### src/rtl/jzjpcc_hazard_controller.sv
// Pipeline hazard controller: a 4-state FSM plus inputs drive combinational stall/flush controls and a memory watchdog.
// Define JZJPCC_HAZARD_PERF_COUNTERS_EN to add the stallCycles/flushEvents performance counters.
module jzjpcc_hazard_controller #(
  parameter int unsigned MEM_TIMEOUT = 255
) (
  input  logic        clock,
  input  logic        reset_n,
  input  logic [4:0]  rs1Addr_decode,
  input  logic [4:0]  rs2Addr_decode,
  input  logic        usesRs1_decode,
  input  logic        usesRs2_decode,
  input  logic [4:0]  rdAddr_execute,
  input  logic        rdWriteEnable_execute,
  input  logic        memRead_execute,
  input  logic        pcCTWriteEnable,
  input  logic        memBusy,
  output logic        stall_fetch,
  output logic        stall_decode,
  output logic        stall_execute,
  output logic        flush_decode,
  output logic        flush_execute,
`ifdef JZJPCC_HAZARD_PERF_COUNTERS_EN
  output logic [31:0] stallCycles,
  output logic [31:0] flushEvents,
`endif
  output logic        memTimeout
);

  localparam logic [1:0]  RUN           = 2'd0;
  localparam logic [1:0]  LOAD_STALL    = 2'd1;
  localparam logic [1:0]  CT_FLUSH      = 2'd2;
  localparam logic [1:0]  MEM_WAIT      = 2'd3;
  localparam logic [15:0] TIMEOUT_LIMIT = MEM_TIMEOUT[15:0];
  localparam logic [15:0] WAIT_MAX      = 16'hFFFF;

  logic [1:0]  state_q, state_d;
  logic        ct_pending_q, ct_pending_d;
  logic [15:0] wait_count_q, wait_count_d;
  logic        mem_timeout_q, mem_timeout_d;

  logic rs1_hit, rs2_hit, load_use;
  // One-hot intent: hold the whole pipe, flush for a CT, the CT fetch-latency tail, or a load-use bubble.
  logic hold_all, ct_flush, ct_tail, load_bubble;

  assign rs1_hit  = usesRs1_decode & (rs1Addr_decode == rdAddr_execute);
  assign rs2_hit  = usesRs2_decode & (rs2Addr_decode == rdAddr_execute);
  assign load_use = memRead_execute & rdWriteEnable_execute & (rdAddr_execute != 5'd0) & (rs1_hit | rs2_hit);

  always_comb begin
    state_d      = state_q;
    ct_pending_d = ct_pending_q;
    hold_all     = 1'b0;
    ct_flush     = 1'b0;
    ct_tail      = 1'b0;
    load_bubble  = 1'b0;
    unique case (state_q)
      RUN, LOAD_STALL: begin
        if (memBusy) begin
          // A CT resolving under a memory hold is remembered, not dropped.
          hold_all     = 1'b1;
          ct_pending_d = ct_pending_q | pcCTWriteEnable;
          state_d      = MEM_WAIT;
        end else if (pcCTWriteEnable) begin
          ct_flush = 1'b1;
          state_d  = CT_FLUSH;
        end else if ((state_q == RUN) && load_use) begin
          load_bubble = 1'b1;
          state_d     = LOAD_STALL;
        end else begin
          state_d = RUN;
        end
      end
      CT_FLUSH: begin
        if (memBusy) begin
          hold_all     = 1'b1;
          ct_pending_d = 1'b1;
          state_d      = MEM_WAIT;
        end else if (pcCTWriteEnable) begin
          ct_flush = 1'b1;
          state_d  = CT_FLUSH;
        end else begin
          ct_tail = 1'b1;
          state_d = RUN;
        end
      end
      MEM_WAIT: begin
        if (memBusy) begin
          hold_all     = 1'b1;
          ct_pending_d = ct_pending_q | pcCTWriteEnable;
        end else if (pcCTWriteEnable) begin
          // A fresh CT on the release cycle supersedes the pending one.
          ct_flush     = 1'b1;
          ct_pending_d = 1'b0;
          state_d      = CT_FLUSH;
        end else if (ct_pending_q) begin
          ct_pending_d = 1'b0;
          state_d      = CT_FLUSH;
        end else begin
          state_d = RUN;
        end
      end
      default: state_d = RUN;
    endcase
  end

  always_comb begin
    wait_count_d = '0;
    if ((state_q == MEM_WAIT) && memBusy) begin
      wait_count_d = (wait_count_q == WAIT_MAX) ? wait_count_q : wait_count_q + 16'd1;
    end
    mem_timeout_d = mem_timeout_q | (wait_count_d == TIMEOUT_LIMIT);
  end

  always_ff @(posedge clock) begin
    if (!reset_n) begin
      state_q       <= RUN;
      ct_pending_q  <= 1'b0;
      wait_count_q  <= '0;
      mem_timeout_q <= 1'b0;
    end else begin
      state_q       <= state_d;
      ct_pending_q  <= ct_pending_d;
      wait_count_q  <= wait_count_d;
      mem_timeout_q <= mem_timeout_d;
    end
  end

  // Gating with reset_n keeps the controls quiet while reset is held, whatever the inputs do.
  assign stall_fetch   = reset_n & (hold_all | load_bubble);
  assign stall_decode  = reset_n & (hold_all | load_bubble);
  assign stall_execute = reset_n & hold_all;
  assign flush_decode  = reset_n & (ct_flush | ct_tail);
  assign flush_execute = reset_n & (ct_flush | load_bubble);
  assign memTimeout    = mem_timeout_q;

`ifdef JZJPCC_HAZARD_PERF_COUNTERS_EN
  logic [31:0] stall_cycles_q, stall_cycles_d;
  logic [31:0] flush_events_q, flush_events_d;

  always_comb begin
    stall_cycles_d = stall_cycles_q + {31'd0, stall_fetch | stall_decode | stall_execute};
    flush_events_d = flush_events_q + {31'd0, state_d == CT_FLUSH};
  end

  always_ff @(posedge clock) begin
    if (!reset_n) begin
      stall_cycles_q <= '0;
      flush_events_q <= '0;
    end else begin
      stall_cycles_q <= stall_cycles_d;
      flush_events_q <= flush_events_d;
    end
  end

  assign stallCycles = stall_cycles_q;
  assign flushEvents = flush_events_q;
`endif

endmodule

### config.mk
export PLATFORM = sky130hd
export DESIGN_NAME = jzjpcc_hazard_controller
export DESIGN_NICKNAME = d
export VERILOG_FILES = /design/src/rtl/jzjpcc_hazard_controller.sv
export SDC_FILE = /design/constraint.sdc
export NUM_CORES = 1
export LEC_CHECK = 0
export ABC_CLOCK_PERIOD_IN_PS = 4059
export CORE_MARGIN = 5
export CORE_UTILIZATION = 45
export CTS_CLUSTER_SIZE = 14
export DETAILED_ROUTE_END_ITERATION = 10
export PLACE_DENSITY = 0.73
export SLEW_MARGIN = 20
export SYNTH_ARGS = -nofsm -noshare
export SYNTH_HDL_FRONTEND = slang
export SYNTH_SLANG_ARGS = --single-unit
### constraint.sdc
create_clock -name clock -period 4.06 [get_ports clock]
set_input_delay 0.406 -clock clock [delete_from_list [all_inputs] [get_ports clock]]
set_output_delay 0.406 -clock clock [all_outputs]
set_load 0.02 [all_outputs]
### Yosys cells after proc, flatten, opt, wreduce, memory -nomap -nowiden

Cells that the tools add are included.
Widths: inputs -> output; s select.

* word-level logic and storage cells: 64
* bits of input ports: 23
* flip-flop bits (word level): 20

* $add $sub $neg: 1
* reductions and logical operators: 7
* mux-type cells: 27
* equal/unequal tests: 10
* bitwise logic cells: 15

Operator list (count)
* $mux 16: 2
* $add 16x1->16 const B: 1
* $eq 16x16->1 const B: 1
* $eq 16x8->1 const B: 1
* $mux 1: 16
* $mux 2: 7
* $eq 5x5->1: 2
* $and 1x1->1: 9
* $ne 2x2->1 const B: 3
* $or 1x1->1: 6
* $pmux 2 s3: 1
* $reduce_bool 5->1: 1
* $eq 2x2->1 const B: 2
* $reduce_or 4->1: 1
* $pmux 1 s3: 1
* $eq 2x1->1 const B: 1
* $logic_and 1x1->1: 2
* $logic_not 2->1: 1
* $reduce_and 2->1: 1
* $reduce_or 2->1: 1

### Depth between registers and ports, before layout

* depth after elaboration: 11
* mapped depth: 9
* depth with buffers taken out: 7

### Worst setup path after synthesis

Ideal clock, no wire load.

* path kind: register to register
* start: register wait_count_q[0]
* end: register mem_timeout_q, in the netlist memTimeout
* clock period less this slack: 2.160 ns
* arrival: 2.042 ns
* setup slack: 1.900 ns
* required time: 3.943 ns
* cell stages (with the launch flop): 10
* buffers on the path: 2
* path through: dfxtp_1 ha_1 buf_2 nand3_1 or4_1 buf_2 nand3_1 nand2_1 and4bb_1 a32o_2

* cells in the longest elaborated chain, start to end: 5
* elaborated cells on any way between the ends: 6

Ends and longest elaborated chain
* start: declaration: line 38 `logic [15:0] wait_count_q, wait_count_d;`
* start signal: assignment: line 123 `wait_count_q <= wait_count_d;`
* $add 16x1->16 / $eq 16x16->1 (equally long branches): line 109 `wait_count_d = (wait_count_q == WAIT_MAX) ? wait_count_q : wait_count_q + 16'd1;`
* $mux 16 (*): line 109
* $mux 16 (*): line 108 `if ((state_q == MEM_WAIT) && memBusy) begin`
* $eq 16x8->1 (*): line 111 `mem_timeout_d = mem_timeout_q | (wait_count_d == TIMEOUT_LIMIT);`
* $or 1x1->1 (*): line 111
* end signal: assignment: line 124 `mem_timeout_q <= mem_timeout_d;`
* end: declaration: line 39 `logic mem_timeout_q, mem_timeout_d;`

Mark *: on every way between the ends. The rest lies on a longest branch, timed or not.
A chain may end at the register's enable or synchronous reset.

### Worst setup path in the final report

* start: input port rdAddr_execute[0]
* end: output port stall_decode

* cells in the longest elaborated chain, start to end: 11
* elaborated cells on any way between the ends: 15

Ends and longest elaborated chain
* start: declaration: line 12 `input logic [4:0] rdAddr_execute,`
* $eq 5x5->1, on equally long branches: line 45, 46
* $and 1x1->1, on equally long branches: line 45, 46
* $or 1x1->1: line 47 `assign load_use = memRead_execute & rdWriteEnable_execute & (rdAddr_execute != 5'd0) & (rs1_hit | rs2_hit);`
* $and 1x1->1 (*): line 47
* $logic_and 1x1->1 (*): line 66 `end else if ((state_q == RUN) && load_use) begin`
* $mux 1 (*): line 66
* $mux 1 (*): line 63 `end else if (pcCTWriteEnable) begin`
* $mux 1 (*): line 58 `if (memBusy) begin`
* $mux 1 (*): line 56 `unique case (state_q)`
* $or 1x1->1 (*): line 130 `assign stall_decode = reset_n & (hold_all | load_bubble);`
* $and 1x1->1 (*): line 130
* end: declaration: line 18 `output logic stall_decode,`

Marks and branches as above.

==> impl_metrics.toml <==
[worst_hold_path]
hp-start = "memTimeout$_SDFF_PN0_"
hold_end = "memTimeout$_SDFF_PN0_"
hp-class = "register to register"
worstHoldPathCells = 1

[sta]
setup_viol = 0
fin_ws_ps = 1200
hold_viol = 0
worst_pin_slew_ps = 639
grt_setup_unrepaired = "no"
max_freq_mhz = 350
slew_violations = 0
period_needed_ps = 2860
slew_headroom_pct = 57.0
final.setup.tns_ps = 0
fin_crit_sh_pct = 70.4
skew_ps = 2.44

[layout]
area_growth_pct = 25.0
final_area_mm2 = 0.00157
drive_gt1_share_pct = 3.37
fillCellCount = 248
regArea_um2 = 400
fin_cells = 209
antenna_cells = 0
multi_input_area_um2 = 807
nets = 203

[route]
vias = 1234
wl_per_cell_um = 14.0
drc_errors = 0
vias_per_cell = 5.90
routed_wl_um = 2940
postRouteAntennaNets = 0
drt_iter0_drc = 98
dr.pass1.iters = 4

[synthesis]
syn_area_mm2 = 0.00126
synth_area_leaders = "dfxtp_1, xor2_1, nand3_1"
synth_area_per_cell_um2 = 8.17
synth_common_cells = "dfxtp_1, nor2_1, xor2_1, nand3_1, o21ai_0"
yosysUniqueCellTypes = 36
async_flop_share_pct = 0
ys_seq_area_share_pct = 31.8
netlist.area_leader.share_pct = 31.8
syn_inst = 154
synth_edf_count = 0
synth_top_flop_cell = "dfxtp_1"
synth_nets = 178
ys_warn_count = 0
ys_ff_latch = 20
synth_top_cell_by_area = "dfxtp_1"
yosysMostFrequentCell = "dfxtp_1"

[power_and_ir_drop]
powerDensity_mw_per_mm2 = 233
ir_drop_mv = 0.278
power_uw = 367
p_leak_uw = 0.000561

[clocking]
cts.sinks = 20
cts-root-buf = "clkbuf_4"
cts_resized = 0
clk_latency_ps = 300
path_clk_slew_ps = 110
cts_hold_buf = 0
post_cts_buffers = 0
htreeDepth = 1
cts_buffer_depth = 2
numCtsBuffers = 3
cts_tree = "built"

[placed_design]
routabilityCongestion = 0.854
port_buffers = 28
postPlaceCellArea_mm2 = 0.00154
hpwlAfterDp_um = 2290
pre_cts_ws_ps = 1190
dp.cells = 205

[grt]
antenna_found_initial = 0
grt_pass1_wl_um = 5140
grt_max_degree = 12
grt_pass1_vias = 1186
grt_usage_pct = 15.4
overflow = 0

[die]
core_area_mm2 = 0.00271
die_area_mm2 = 0.00395
die-width_um = 62.9
rows = 19
start_util_pct = 46.4
die_h_um = 62.9
io_pins = 29

[critical_path]
r2r_cells = 7
arrival_ps = 2450
cp-end-kind = "primary output"
critPathMaxFanout = 3
cp-start-kind = "input pin"
crit_required_ps = 3650
ff2ff_setup_slack_ps = 1580
timing.rr.start = "wait_count_q[0]$_SDFF_PN0_"
r2r-end = "memTimeout$_SDFF_PN0_"
critical_path_class = "input pin to primary output"

[outcome]
status = "complete, no violations"

[job]
drv_cap = 0
[state kept, by name (all words and copies together), names as in the netlist]
name,cells
wait_count_q,16
state_q,2
ct_pending_q,1
memTimeout,1
[worst max-delay path: stages]
cell and delay (ps):
clkdlybuf4s50_1 460, xor2_1 180, nor4_1 290, nand3_1 120, a21oi_1 230, o21a_1 160
clkdlybuf4s50_1 610
[metal layers]
| metal | track usage [%] | wire length (um) | vias to the layer above |
|---|---|---|---|
| met5 | 0 | 0 | - |
| met4 | 2.39 | 13 | 0 |
| met3 | 5.76 | 293 | 2 |
| met2 | 25.3 | 1360 | 52 |
| met1 | 19.4 | 1270 | 560 |
| li1 | - | - | 620 |
[placed cells by master, fill, tap and decap left out, types with 5 or more instances in the layout]
cell / instances
a21oi_1: 6
clkdlybuf4s50_1: 28
dfxtp_1: 20
nand2_1: 6
nand3_1: 13
nand4_1: 5
nor2_1: 15
nor3_1: 6
nor4_1: 6
o21ai_0: 7
xnor2_1: 5
xor2_1: 14
[cell families after synthesis]
kind of cell	share of synthesized area, %
and+or+nand+nor	32.5
adders and majority gates	0.994
buffers and inverters	4.08
muxes	1.59
DFF	31.8
xor gates and xnor gates	13.2
AOI/OAI and AO/OA	15.8
[worst max-delay path by stage]
stage | startpoint | to | slack (ps) | depth (start not counted)
final | rdAddr_execute[0] | stall_decode | 1200 | 7
after global routing | rdAddr_execute[1] | flush_execute | 1020 | 8
after CTS | rdAddr_execute[0] | stall_decode | 1190 | 7
after detailed placement | rdAddr_execute[0] | flush_execute | 1190 | 8
after global placement | rdAddr_execute[0] | stall_fetch | 1220 | 7
after floorplan | wait_count_q[0]$_SDFF_PN0_ | memTimeout$_SDFF_PN0_ | 1900 | 9
[per-stage QoR]
| step | util, % | hold WS [ps] |
|---|---|---|
| floorplan | - | 454 |
| global route | 58.1 | 519 |
| finish | 58.1 | 491 |
| detailed placement | 56.7 | 472 |
| global placement | 56.7 | 457 |
| CTS | 58.1 | 501 |
[power breakdown]
part	switching, uW	internal [uW]
Combinational	19.8	31.9
Clock	59.6	54.7
Sequential	2.46	198
[layout make-up]
class | instances | share of cell area, %
multi-input combinational | 123 | 51.3
sequential | 20 | 25.4
timing repair buffer | 28 | 17.8
tap | 31 | 2.46
clock buffer | 4 | 2.31
inverter | 3 | 0.715
No activity file was read; power rests on OpenSTA's default activity.
